**config.mk**
```make
export PLATFORM = sky130hd
export DESIGN_NAME = i2c_txn_arbiter
export DESIGN_NICKNAME = d
export VERILOG_FILES = /design/src/rtl/i2c_txn_arbiter.sv
export SDC_FILE = /design/constraint.sdc
export NUM_CORES = 1
export LEC_CHECK = 0
export CORE_MARGIN = 2
export CORE_UTILIZATION = 40
export CTS_CLUSTER_DIAMETER = 30
export DETAILED_ROUTE_END_ITERATION = 6
export PLACE_DENSITY_LB_ADDON = 0.08
export SYNTH_ARGS = -nofsm -noshare
export SYNTH_HDL_FRONTEND = slang
export SYNTH_SLANG_ARGS = --single-unit
```
**constraint.sdc**
```tcl
create_clock -name clk -period 1.85 [get_ports clk]
set_input_delay 0.37 -clock clk [delete_from_list [all_inputs] [get_ports clk]]
set_output_delay 0.37 -clock clk [all_outputs]
set_load 0.1 [all_outputs]
```
**src/rtl/i2c_txn_arbiter.sv**
```systemverilog
// Round-robin arbiter that shares one I2C master between N_REQ requesters.
// Latches address/data, pulses start, watches for done or watchdog expiry.
module i2c_txn_arbiter #(
  parameter int N_REQ   = 4,
  parameter int TIMEOUT = 2000000
) (
  input  logic               clk,
  input  logic               rst,
  input  logic [N_REQ-1:0]   req_i,
  input  logic [7*N_REQ-1:0] addr_i,
  input  logic [8*N_REQ-1:0] data_i,
  output logic [N_REQ-1:0]   grant_o,
  output logic [N_REQ-1:0]   done_o,
  output logic               nack_o,
  output logic               timeout_o,
  output logic               busy_o,
  output logic               m_start_o,
  output logic [6:0]         m_addr_o,
  output logic [7:0]         m_data_o,
  output logic               m_abort_o,
  input  logic               m_done_i,
  input  logic               m_nack_i
);

  localparam int IW = (N_REQ > 1) ? $clog2(N_REQ) : 1;
  localparam int TW = $clog2(TIMEOUT + 1);

  typedef enum logic [1:0] {
    IDLE,
    ISSUE,
    WAIT,
    RESPOND
  } state_t;

  state_t           state, state_n;
  logic [IW-1:0]    ptr, ptr_n;
  logic [IW-1:0]    idx, idx_n;
  logic [IW-1:0]    sel;
  logic             found;
  logic [TW-1:0]    timer, timer_n;
  logic [N_REQ-1:0] grant_n, done_n;
  logic [6:0]       addr_n;
  logic [7:0]       data_n;
  logic             start_n, abort_n, nack_n, tmo_n;

  // Pick the first pending request at or after the round-robin pointer.
  always_comb begin
    found = 1'b0;
    sel   = '0;
    for (int i = 0; i < N_REQ; i++) begin
      int k;
      k = int'(ptr) + i;
      if (k >= N_REQ) k = k - N_REQ;
      if (!found && req_i[k]) begin
        found = 1'b1;
        sel   = IW'(k);
      end
    end
  end

  // Next-state and next-output logic of the transaction sequencer.
  always_comb begin
    state_n = state;
    ptr_n   = ptr;
    idx_n   = idx;
    timer_n = timer;
    grant_n = grant_o;
    addr_n  = m_addr_o;
    data_n  = m_data_o;
    done_n  = '0;
    start_n = 1'b0;
    abort_n = 1'b0;
    nack_n  = 1'b0;
    tmo_n   = 1'b0;
    unique case (state)
      IDLE: begin
        if (found) begin
          state_n      = ISSUE;
          idx_n        = sel;
          grant_n      = '0;
          grant_n[sel] = 1'b1;
          addr_n       = addr_i[sel*7 +: 7];
          data_n       = data_i[sel*8 +: 8];
        end
      end
      ISSUE: begin
        start_n = 1'b1;
        timer_n = '0;
        state_n = WAIT;
      end
      WAIT: begin
        timer_n = timer + 1'b1;
        if (m_done_i) begin
          state_n = RESPOND;
          done_n  = grant_o;
          nack_n  = m_nack_i;
        end else if (timer == TW'(TIMEOUT - 1)) begin
          state_n = RESPOND;
          done_n  = grant_o;
          abort_n = 1'b1;
          nack_n  = 1'b1;
          tmo_n   = 1'b1;
        end
      end
      RESPOND: begin
        grant_n = '0;
        ptr_n   = (int'(idx) == N_REQ - 1) ? '0 : idx + 1'b1;
        state_n = IDLE;
      end
      default: state_n = IDLE;
    endcase
  end

  // State and registered outputs; reset abandons any transaction.
  always_ff @(posedge clk or posedge rst) begin
    if (rst) begin
      state     <= IDLE;
      ptr       <= '0;
      idx       <= '0;
      timer     <= '0;
      grant_o   <= '0;
      done_o    <= '0;
      nack_o    <= 1'b0;
      timeout_o <= 1'b0;
      m_start_o <= 1'b0;
      m_abort_o <= 1'b0;
      m_addr_o  <= '0;
      m_data_o  <= '0;
    end else begin
      state     <= state_n;
      ptr       <= ptr_n;
      idx       <= idx_n;
      timer     <= timer_n;
      grant_o   <= grant_n;
      done_o    <= done_n;
      nack_o    <= nack_n;
      timeout_o <= tmo_n;
      m_start_o <= start_n;
      m_abort_o <= abort_n;
      m_addr_o  <= addr_n;
      m_data_o  <= data_n;
    end
  end

  assign busy_o = (state != IDLE);

endmodule
```
==> flow_summary.yaml <==
worst_setup_path:
  reg2regPathDepth: 8
  start_kind: "flop"
  arrival_ps: 1970
  crit_required_ps: 2030
  r2r-start: "ptr[0]$_DFFE_PP0P_"
  cp-end-kind: "flop"
  crit_fanout: 6
  max_stage_delay_ps: 400
  crit_path_frequent_cell: "clkbuf_16"
  worstPathCellList: "and2b_4 -> o21ai_1 -> o211ai_1 -> buf_4 -> clkbuf_16 -> clkbuf_16 -> mux2i_1 -> o221ai_2"
  r2r-end: "m_data_o[5]$_DFFE_PP0P_"
  regToRegSetupSlack_ps: 60
  crit_path_top_delay_cell: "dfrtp_1"
  worstSetupPathType: "reg -> reg"
global_routing:
  grt-ovfl-total: 0
  grt_util_all_layers_pct: 18.6
  grt_max_degree: 44
  antenna_found_initial: 0
  grt_pass1_wl_microns: 12700
  grt_pass1_vias: 2684
die:
  core_sq_um: 7330
  initial_core_util_pct: 41.8
  io_pins: 96
  die-area_sq_um: 8380
  row_count: 31
  die_x_microns: 91.6
  die_y_microns: 91.6
logic_synthesis:
  synth_area_sq_um: 3070
  synth_compound_area_share_pct: 16.6
  async_flop_share_pct: 100
  synth_ff_type: "dfrtp_1"
  ys_seq_elements: 53
  synth.mux.area_fraction_pct: 11.8
  yosysWarnings: 0
  synth_fa_ha_area_share_pct: 2.86
  synth-edff-count: 0
  avgSynthCellArea_sq_um: 10.9
  syn_inst: 282
  synth.area.top_cells: "dfrtp_1 43%, mux2i_1 11%, o221ai_2 5.9%"
  synth_top_family_by_area: "compound AO/OA/AOI/OAI gates"
  yosys.area_share.simple_pct: 16.4
  synthDistinctLibCells: 55
  yosysSeqAreaShare_pct: 43.2
  yosysTopAreaCellShare_pct: 43.2
  synth_largest_area_cell: "dfrtp_1"
  synthXorXnorAreaFrac_pct: 2.57
  synth_nets: 357
sta:
  max_freq_mhz: 558
  worst-slew-pin-transition_ps: 502
  hold_viol: 0
  tns_ps: 0
  post-route-period-util_pct: 96.8
  hold_ws_ps: 317
  skew_ps: 3.69
  rsz0062_at_grt: "true"
  maxSlewViolCount: 0
  slew_headroom_pct: 66.5
  finalSetupViolations: 0
  period_needed_ps: 1790
placement:
  place_hpwl_microns: 5820
  placed_cell_area_sq_um: 4530
  place_inst: 491
  place_congestion: 0.799
  io_buffers: 95
drt:
  viasPerCell: 5.12
  via_count: 2585
  firstDrtPassIters: 4
  drc_errors: 0
  drt-total-wl_microns: 7660
  drt_iter0_drc: 96
  routedWlPerCell_microns: 15.2
  ant_nets: 0
clocking:
  cts_tree: "built"
  numCtsBuffers: 5
  cts_buffer_depth: 2
  cts_sinks: 53
  cts.clk_slew.worst_paths_ps: 90
  cts_max_level: 2
  clk_latency_ps: 300
  cts_root_buffer: "clkbuf_8"
  cts_hold_buffers: 0
cells_and_area:
  nets: 480
  antenna_cells: 0
  final_util_pct: 65.8
  drive_gt1_share_pct: 30.0
  design_area_sq_um: 4820
  fillers: 578
  flow.area_growth_from_synthesis_pct: 57.3
  stdcell_count: 505
pwr:
  leakagePower_nw: 2.08
  peakVddDrop_uv: 1110
  p_per_area_nw_per_um2: 1620
status:
  outcome: "complete, no violations"
run:
  maxCapViolCount: 0
worst_hold_path:
  hold_path.class: "in -> async"
## state kept, by name, indices dropped and copies added (netlist names)
name,cells
m_start_o,1
done_o,4
grant_o,4
m_abort_o,1
timer,21
ptr,2
m_data_o,8
nack_o,1
idx,2
m_addr_o,7
state,2
## cell type report
type,count,area (sq um),share of cell area (%)
multi-input cells,199,1680,34.8
clock buffers,7,76.3,1.58
repair buffers,131,1560,32.2
well taps,99,124,2.57
clock inverters,1,7.51,0.156
inverters,15,56.3,1.17
flip-flops and latches,53,1330,27.5
## power by group
part           switching, mW  total, mW  internal [mW]
Combinational           3.10       5.39           2.29
Clock                  0.371      0.640          0.269
Sequential             0.316       1.78           1.46
Total                   3.79       7.80           4.02
## worst max-delay path, delay by kind of cell (launching register included)
kind                   cells  cell delay, ps
AOI/OAI and AO/OA          3             310
and+or+nand+nor            1             250
muxes                      1             240
buffers and inverters      3             470
DFF                        1             400
## cells by family (layout without fill, tap and decap cells)
group / count (synthesis) / after routing
mux: 36 / 36
flops: 53 / 53
compound gates: 54 / 54
buf+inv: 30 / 154
xor+xnor: 9 / 9
fa+ha+maj: 7 / 7
simple gates: 93 / 93
## how the worst max path moves through the flow
| stage | from | end |
|---|---|---|
| after floorplan | state[0]$_DFFE_PP0P_ | timer[13]$_DFFE_PP0P_ |
| after global placement | req_i[0] | m_addr_o[0]$_DFFE_PP0P_ |
| after detailed placement | req_i[2] | m_data_o[1]$_DFFE_PP0P_ |
| after CTS | state[0]$_DFFE_PP0P_ | timer[20]$_DFFE_PP0P_ |
| after global routing | ptr[0]$_DFFE_PP0P_ | m_data_o[3]$_DFFE_PP0P_ |
| final | ptr[0]$_DFFE_PP0P_ | m_data_o[5]$_DFFE_PP0P_ |
## through the flow
stage                     power, mW  worst slack, ps
final                          7.80             59.4
after global routing           8.22            -40.5
after CTS                      7.62             2.03
after detailed placement       6.85             -402
after global placement         6.80             -379
after floorplan                4.96             85.3
## metal layers
metal  track usage (%)  vias up  wire length, microns  share of wire (%)
met5                 0        -                     0                  0
met4              3.41        0                    41               0.54
met3              4.48        4                   415                5.4
met2              32.7       66                  4020                 52
met1              23.2     1253                  3190                 42
li1                  -     1262                     -                  -
## timing repair
action,CTS,global route
setup endpoints to repair,17,29
resized for setup,11,26
pin swaps,1,1
gates cloned,1,1
buffers inserted,2,2
## cell usage after synthesis (all sizes together), types with 2 or more instances
library cell	number
dfrtp	53
nand4	3
clkbuf	4
o2bb2ai	5
o31ai	3
a32o	2
nor4	4
and4	3
xnor2	8
and3	5
or2	2
nand3	8
nand2	30
o221ai	15
nor2	20
mux2i	35
and2	4
a21boi	2
a21oi	7
buf	11
inv	15
nor3	6
or3	2
ha	7
nand2b	3
o21ai	10
o41ai	2
## placed cells by master (no fill, tap or decap), types with 8 or more instances in the layout
| master | count |
|---|---|
| mux2i_1 | 20 |
| dfrtp_1 | 53 |
| mux2i_2 | 11 |
| clkdlybuf4s50_1 | 63 |
| xnor2_1 | 8 |
| nand2_1 | 30 |
| buf_12 | 29 |
| o221ai_2 | 12 |
| inv_1 | 14 |
| nor2_1 | 18 |
| buf_4 | 31 |
| o21ai_0 | 9 |
Note: power is estimated with default switching activity, not from simulation.
